$ cat src/rtl/pipe_mac_if.sv
// Sample/result bundle for pipe_mac: the source drives operands and tags, the MAC
// returns the qualified result and its overflow flag.
interface pipe_mac_if #(
  parameter int DW = 8,
  parameter int GW = 4
);
  localparam int OW = 2*DW + GW;

  logic          in_valid;
  logic [DW-1:0] a;
  logic [DW-1:0] b;
  logic [DW-1:0] c;
  logic          mode;
  logic          clr;
  logic          out_valid;
  logic [OW-1:0] g;
  logic          ovf;

  modport master (
    output in_valid, a, b, c, mode, clr,
    input  out_valid, g, ovf
  );

  modport slave (
    input  in_valid, a, b, c, mode, clr,
    output out_valid, g, ovf
  );
endinterface

$ cat src/rtl/pipe_mac.sv
// 4-stage pipelined multiply-add / multiply-accumulate with valid tagging.
// Optional build macro MAC_SAT_EN: saturate g/acc to all-ones on overflow and flag ovf.
module pipe_mac #(
  parameter int          DW     = 8,
  parameter int          GW     = 4,
  parameter int unsigned OFFSET = 78
) (
  input  logic      clk,
  input  logic      reset,
  pipe_mac_if.slave bus
);
  localparam int OW = 2*DW + GW;
  localparam int PW = 2*DW;

  // S1: captured sample
  logic [DW-1:0] s1_a_q, s1_a_d, s1_b_q, s1_b_d, s1_c_q, s1_c_d;
  logic          s1_mode_q, s1_mode_d, s1_clr_q, s1_clr_d, s1_vld_q, s1_vld_d;
  // S2: product
  logic [PW-1:0] s2_p_q, s2_p_d;
  logic [DW-1:0] s2_c_q, s2_c_d;
  logic          s2_mode_q, s2_mode_d, s2_clr_q, s2_clr_d, s2_vld_q, s2_vld_d;
  // S3: operands of the final add
  logic [PW-1:0] s3_p_q, s3_p_d;
  logic [DW-1:0] s3_c_q, s3_c_d;
  logic          s3_mode_q, s3_mode_d, s3_clr_q, s3_clr_d, s3_vld_q, s3_vld_d;
  // S4: accumulator and output register
  logic [OW-1:0] acc_q, acc_d, g_q, g_d;
  logic          ovf_q, ovf_d, out_valid_q, out_valid_d;

  logic [OW-1:0] addend_t;
  logic [OW-1:0] res;
  logic          res_ovf;
`ifdef MAC_SAT_EN
  logic [OW:0]   sum;
`endif

  always_comb begin
    // NOTE: every combinational output gets a default first so no path leaves it unassigned (no latch).
    s1_a_d    = s1_a_q;
    s1_b_d    = s1_b_q;
    s1_c_d    = s1_c_q;
    s1_mode_d = s1_mode_q;
    if (bus.in_valid) begin
      s1_a_d    = bus.a;
      s1_b_d    = bus.b;
      s1_c_d    = bus.c;
      s1_mode_d = bus.mode;
    end
    s1_clr_d = bus.clr;
    s1_vld_d = bus.in_valid;

    s2_p_d    = PW'(s1_a_q) * PW'(s1_b_q);
    s2_c_d    = s1_c_q;
    s2_mode_d = s1_mode_q;
    s2_clr_d  = s1_clr_q;
    s2_vld_d  = s1_vld_q;

    // Pure forwarding stage: gives the multiplier a full cycle before the adder.
    s3_p_d    = s2_p_q;
    s3_c_d    = s2_c_q;
    s3_mode_d = s2_mode_q;
    s3_clr_d  = s2_clr_q;
    s3_vld_d  = s2_vld_q;
  end

  always_comb begin
    if (!s3_mode_q)    addend_t = OW'(OFFSET);
    else if (s3_clr_q) addend_t = '0;
    else               addend_t = acc_q;

`ifdef MAC_SAT_EN
    sum     = (OW+1)'(s3_p_q) + (OW+1)'(s3_c_q) + (OW+1)'(addend_t);
    res_ovf = sum[OW];
    res     = sum[OW] ? {OW{1'b1}} : sum[OW-1:0];
`else
    res_ovf = 1'b0;
    res     = OW'(s3_p_q) + OW'(s3_c_q) + addend_t;
`endif

    // acc feeds back into this same stage, so a back-to-back accumulate sees the fresh value.
    acc_d = acc_q;
    if (s3_vld_q && s3_mode_q)      acc_d = res;
    else if (!s3_vld_q && s3_clr_q) acc_d = '0;

    g_d         = g_q;
    ovf_d       = 1'b0;
    out_valid_d = s3_vld_q;
    if (s3_vld_q) begin
      g_d   = res;
      ovf_d = res_ovf;
    end
  end

  // NOTE: sequential state uses non-blocking assignments so every flop samples pre-edge values.
  always_ff @(posedge clk or negedge reset) begin
    if (!reset) begin
      s1_a_q      <= '0;
      s1_b_q      <= '0;
      s1_c_q      <= '0;
      s1_mode_q   <= 1'b0;
      s1_clr_q    <= 1'b0;
      s1_vld_q    <= 1'b0;
      s2_p_q      <= '0;
      s2_c_q      <= '0;
      s2_mode_q   <= 1'b0;
      s2_clr_q    <= 1'b0;
      s2_vld_q    <= 1'b0;
      s3_p_q      <= '0;
      s3_c_q      <= '0;
      s3_mode_q   <= 1'b0;
      s3_clr_q    <= 1'b0;
      s3_vld_q    <= 1'b0;
      acc_q       <= '0;
      g_q         <= '0;
      ovf_q       <= 1'b0;
      out_valid_q <= 1'b0;
    end else begin
      s1_a_q      <= s1_a_d;
      s1_b_q      <= s1_b_d;
      s1_c_q      <= s1_c_d;
      s1_mode_q   <= s1_mode_d;
      s1_clr_q    <= s1_clr_d;
      s1_vld_q    <= s1_vld_d;
      s2_p_q      <= s2_p_d;
      s2_c_q      <= s2_c_d;
      s2_mode_q   <= s2_mode_d;
      s2_clr_q    <= s2_clr_d;
      s2_vld_q    <= s2_vld_d;
      s3_p_q      <= s3_p_d;
      s3_c_q      <= s3_c_d;
      s3_mode_q   <= s3_mode_d;
      s3_clr_q    <= s3_clr_d;
      s3_vld_q    <= s3_vld_d;
      acc_q       <= acc_d;
      g_q         <= g_d;
      ovf_q       <= ovf_d;
      out_valid_q <= out_valid_d;
    end
  end

  assign bus.out_valid = out_valid_q;
  assign bus.g         = g_q;
  assign bus.ovf       = ovf_q;
endmodule

$ cat src/flat_wrapper.sv
// flat-port wrapper written by rule: the top's interface ports become plain ports
module pipe_mac_flat 
#(
  parameter int          DW     = 8,
  parameter int          GW     = 4,
  parameter int unsigned OFFSET = 78
)
  (clk, reset, bus_in_valid, bus_a, bus_b, bus_c, bus_mode, bus_clr, bus_out_valid, bus_g, bus_ovf);
  pipe_mac_if #(.DW(DW), .GW(GW)) bus_i ();
  input  logic clk;
  input  logic reset;
  input wire logic [$bits(bus_i.in_valid)-1:0] bus_in_valid;
  input wire logic [$bits(bus_i.a)-1:0] bus_a;
  input wire logic [$bits(bus_i.b)-1:0] bus_b;
  input wire logic [$bits(bus_i.c)-1:0] bus_c;
  input wire logic [$bits(bus_i.mode)-1:0] bus_mode;
  input wire logic [$bits(bus_i.clr)-1:0] bus_clr;
  output wire logic [$bits(bus_i.out_valid)-1:0] bus_out_valid;
  output wire logic [$bits(bus_i.g)-1:0] bus_g;
  output wire logic [$bits(bus_i.ovf)-1:0] bus_ovf;
  assign bus_i.in_valid = bus_in_valid;
  assign bus_i.a = bus_a;
  assign bus_i.b = bus_b;
  assign bus_i.c = bus_c;
  assign bus_i.mode = bus_mode;
  assign bus_i.clr = bus_clr;
  assign bus_out_valid = bus_i.out_valid;
  assign bus_g = bus_i.g;
  assign bus_ovf = bus_i.ovf;
  pipe_mac #(.DW(DW), .GW(GW), .OFFSET(OFFSET)) u_core (.clk(clk), .reset(reset), .bus(bus_i));
endmodule
$ cat config.mk
export PLATFORM = sky130hd
export DESIGN_NAME = pipe_mac_flat
export DESIGN_NICKNAME = d
export VERILOG_FILES = /design/src/rtl/pipe_mac_if.sv /design/src/rtl/pipe_mac.sv /design/src/flat_wrapper.sv
export SDC_FILE = /design/constraint.sdc
export NUM_CORES = 1
export LEC_CHECK = 0
export ABC_AREA = 0
export CAP_MARGIN = 0
export CORE_UTILIZATION = 45
export CTS_CLUSTER_SIZE = 12
export DETAILED_ROUTE_END_ITERATION = 16
export DONT_BUFFER_PORTS = 1
export PLACE_DENSITY = 0.6
export SLEW_MARGIN = 20
export SYNTH_ARGS = -nofsm -noshare
export SYNTH_HDL_FRONTEND = slang
export SYNTH_SLANG_ARGS = --single-unit
$ cat constraint.sdc
create_clock -name clk -period 9.29 [get_ports clk]
set_input_delay 1.858 -clock clk [delete_from_list [all_inputs] [get_ports clk]]
set_output_delay 1.858 -clock clk [all_outputs]
set_load 0.02 [all_outputs]
# Yosys cells after proc, flatten, opt, wreduce, memory -nomap -nowiden

Index checks and enable logic that the tools add are counted.

Add/sub/neg operators: 2
$mul: 1
Div/mod/pow operators: 0
$lt $le $gt $ge: 0
Equality and inequality tests: 0
Shifts and indexed selects: 0
Mux-type cells: 4
Bitwise gates (word level): 0
Reduce and logical (&&, ||, !) cells: 4

Operators with widths:

| operator          | count |
|---|---|
| $mux 20           | 4 |
| $add 20x20->20    | 1 |
| $add 16x8->17     | 1 |
| $mul 8x8->16      | 1 |
| $logic_and 1x1->1 | 2 |
| $reduce_bool 2->1 | 1 |
| $logic_not 1->1   | 1 |

Register bits after elaboration: 122
Latch bits: 0
Bits in writable memories: 0
Bits in read-only memories: 0
Input bits: 29
Output and inout port bits: 22
Logic and storage cells: 30
Memories kept: 0

# Depth between registers and ports, before layout

Depth after elaboration: 4
Gate-level depth with buffers: 16
Mapped depth without buffers: 16

# Least setup slack after synthesis

No wires, ideal clock.

Path type: register -> register
Start point: register u_core.s1_a_q[2]
End point: register u_core.s2_p_q[15]
Setup time: 0.125 ns
Arrival: 4.072 ns
Data required time: 9.165 ns
Setup slack: 5.092 ns
Stages on the path, launching flop included: 14
Buffers on the path: 0
Period minus slack after synthesis: 4.198 ns
Cells stage by stage: dfrtp_1 > and2_1 > fa_1 > fa_1 > fa_1 > inv_1 > fa_1 > inv_1 > ha_1 > or2_2 > a21oi_1 > a31oi_2 > mux2i_1 > a2111oi_0

Longest elaborated chain between the ends: 1

Ends and longest elaborated chain:

| item                   | line            | RTL |
|---|---|---|
| from (decl)            | pipe_mac.sv:16  | `logic [DW-1:0] s1_a_q, s1_a_d, s1_b_q, s1_b_d, s1_c_q, s1_c_d;` |
| from (signal assigned) | pipe_mac.sv:97  | `s1_a_q <= '0;` |
| from (signal assigned) | pipe_mac.sv:118 | `s1_a_q <= s1_a_d;` |
| $mul 8x8->16           | pipe_mac.sv:52  | `s2_p_d = PW'(s1_a_q) * PW'(s1_b_q);` |
| via u_core.s2_p_d[15]  | pipe_mac.sv:19  | `logic [PW-1:0] s2_p_q, s2_p_d;` |
| to (signal assigned)   | pipe_mac.sv:124 | `s2_p_q <= s2_p_d;` |
| to (decl)              | pipe_mac.sv:19  |  |

The timed path passes the listed nets, and every way through them passes these cells.
A chain may end at the register's enable or synchronous reset.

# Worst setup path after layout

Ends and elaborated chain as after synthesis.

==> key figures <==
Placement
  – HPWL after detailed placement: 11.6 mm
  – RePlAce Congestion: 0.860
  – Post-DP Area: 7870 µm²
  – Place WS: 4.83 ns
  – Port bufs: 0
  – Placed Cells: 918

CTS
  – Clk slew on worst S/H paths: 0.06 ns
  – Clock Latency Late Sink: 0.42 ns
  – CTS tree: built
  – H-tree levels: 4
  – CTS Buffer Depth: 2
  – CTS Hold Bufs: 0
  – Setup Buffers After CTS: 0
  – Clock Sinks: 122
  – CTS buffer count: 17
  – Root Buffer: clkbuf_16
  – Post-CTS Resized: 0

Route
  – WL final: 15.4 mm
  – Iter 0 DRT Violations: 225
  – DR WL/cell: 16.2 µm
  – ANT nets after route: 0
  – Vias per std cell: 5.35
  – DRT Pass-1 Iters: 4
  – Via count: 5,078
  – DRC Markers: 0

Job
  – Max Cap Viol: 0

Synth
  – Synth Area per Inst: 10.8 µm²
  – Post-synth cell types: 62
  – Cell accounting for the most synthesized area: dfrtp_1
  – Sequential share of the synthesized area: 39.9%
  – Synth area leaders: dfrtp_1 40%, ha_1 10%, fa_1 9.9%, mux2_2 5.6%, and2_1 5.3%
  – Post-Syn Area: 7650 µm²
  – Syn_nets: 837
  – Synth Flop Type: dfrtp_1
  – #FFs+latches synth: 122
  – Synth Instances: 709
  – Synth async-reset ratio: 100%
  – Synth top area share: 39.9%
  – Synth warn: 0
  – Post-synth EDFFs: 0

STA
  – Part of the cycle the worst path needs: 48.1%
  – Actual slew at the worst max-slew pin: 0.896 ns
  – TNS Setup: 0 ns
  – Max-slew headroom: 40.2%
  – Final hold violations: 0
  – Clock Skew: 0.00785 ns
  – Slew Limit Fails: 0
  – Unrepaired setup endpoints after global routing: false
  – Final setup vio count: 0
  – Final Worst Setup Slack: 4.82 ns
  – Fmax: 0.224 GHz
  – Tmin final: 4.47 ns

Floorplan
  – IO Pins: 51
  – Die Y-Extent: 132 µm
  – Starting density of the core: 46.1%
  – DIE WIDTH: 132 µm
  – Num rows: 47
  – Total core area: 16,600 µm²
  – Die ar.: 17,500 µm²

Pwr
  – Static Leakage: 4.04 nW
  – Power per Cell Area: 344 nW/µm²
  – Max VDD drop: 0.168 mV

Final layout
  – Final net count: 845
  – Final Cell Area: 8460 µm²
  – Final non-filler cell total: 950
  – Number of antenna repair diodes: 0
  – Layout Area Growth over Synthesis: 10.6%
  – Layout cells sized above 1: 11.4%

Critical path
  – Crit end category: flop
  – Critical path arrival: 4.76 ns
  – Worst Path Class, Setup: reg2reg
  – CP required: 9.58 ns
  – Crit-path max FO: 9
  – Crit start category: flop

Hold path
  – Worst Hold Class: reg2reg

Status
  – Status: finished clean

Global routing
  – GRT Util Overall: 19.2%
  – Largest net degree at the start of global routing: 123
  – First-pass GRT wire length: 26.6 mm
  – Vias in the first global route: 5,374
  – Antenna violations before repair: 0
  – GRT Residual Overflow: 0
## through the flow
step | total power (W) | hold WS (ns) | util (%)
floorplan | 0.00197 | 0.331 | -
global placement | 0.00222 | 0.332 | 47.5
detailed placement | 0.00227 | 0.335 | 47.5
CTS | 0.00295 | 0.347 | 51.0
global route | 0.00317 | 0.352 | 51.0
finish | 0.00291 | 0.346 | 51.0
## cells in the mapped netlist (7+ instances only)
master,count
xnor2_1,22
xor2_1,12
inv_1,67
and3_1,10
nor2b_1,7
clkbuf_1,8
nor2_1,19
a22o_1,11
ha_1,61
fa_1,38
nand2b_1,8
a21oi_1,28
a21o_1,17
mux2_2,38
nand3_1,15
nor3_1,9
and2_1,65
nand2_1,49
o21ai_0,20
dfrtp_1,122
## registers in the layout (all words and copies together) (netlist names)
name / count
u_core.bus.g: 20
u_core.acc_q: 20
u_core.s2_clr_q: 1
u_core.s1_c_q: 8
u_core.s2_mode_q: 1
u_core.s2_vld_q: 1
u_core.s1_a_q: 8
u_core.s1_b_q: 8
u_core.s3_p_q: 16
u_core.s1_vld_q: 1
u_core.s1_mode_q: 1
u_core.s3_clr_q: 1
u_core.s1_clr_q: 1
u_core.bus.out_valid: 1
u_core.out_valid_d: 1
u_core.s3_mode_q: 1
u_core.s3_c_q: 8
u_core.s2_p_q: 16
u_core.s2_c_q: 8
## power breakdown
part / internal [W] / switching, W
clock network: 0.000388 / 0.000272
registers: 0.000689 / 0.000132
logic: 0.000641 / 0.000793
## per-layer routing
layer	GRT usage [%]	vias to the layer above	share of wire (%)
met5	0	-	0
met4	7.66	0	1.8
met3	4.34	25	3.4
met2	33.0	93	51
met1	23.4	2495	44
li1	-	2465	-
## cell families after synthesis
| family | after synthesis | share of synthesized area (%) |
|---|---|---|
| AOI/OAI and AO/OA | 128 | 11.7 |
| xor gates and xnor gates | 34 | 3.89 |
| adders and majority gates | 99 | 19.9 |
| buffers and inverters | 81 | 4.33 |
| DFF | 122 | 39.9 |
| muxes | 41 | 5.98 |
| other | 1 | 0.0490 |
| and+or+nand+nor | 203 | 14.3 |
## final timing paths
kind	slack (ns)	to	depth (start not counted)	startpoint
worst max-delay path	4.82	u_core.s2_p_q[15]	13	u_core.s1_a_q[2]
worst min-delay path	0.35	u_core.s3_p_q[10]	0	u_core.s2_p_q[10]
worst max register to register	4.82	u_core.s2_p_q[15]	13	u_core.s1_a_q[2]
worst min register to register	0.35	u_core.s3_p_q[10]	0	u_core.s2_p_q[10]
max in group asynchronous	7.99	u_core.bus.g[11]	0	reset
min in group asynchronous	1.14	u_core.bus.g[19]	0	reset
## layout by cell type (no fill, tap or decap), drive strengths merged, types with 7 or more instances in the layout
master / n
dfrtp: 122
inv: 77
and2: 66
ha: 61
nand2: 49
mux2: 38
fa: 38
a21oi: 28
o21ai: 26
xnor2: 22
nor2: 19
clkbuf: 18
a21o: 17
nand3: 15
xor2: 12
a22o: 12
and3: 10
nor3: 9
nand2b: 8
nor2b: 7
## layout make-up
| class | count | area [µm²] |
|---|---|---|
| Fill cell | 1520 | 8120 |
| Clock inverter | 14 | 151 |
| Tap cell | 220 | 275 |
| Multi-Input combinational cell | 506 | 4270 |
| Clock buffer | 18 | 439 |
| Inverter | 67 | 251 |
| Timing Repair Buffer | 3 | 22.5 |
| Sequential cell | 122 | 3050 |
## worst max-delay path, stage by stage, from the launching register on
cell       delay [ns]
dfrtp_1          0.46
and2_1           0.21
fa_1             0.51
fa_1             0.52
fa_1             0.56
inv_1            0.06
fa_1             0.53
inv_1            0.04
ha_1             0.33
or2_2            0.34
a21oi_1          0.19
a31oi_2          0.09
mux2i_1          0.14
a2111oi_0        0.36
Power figures use the tool's default switching activity.
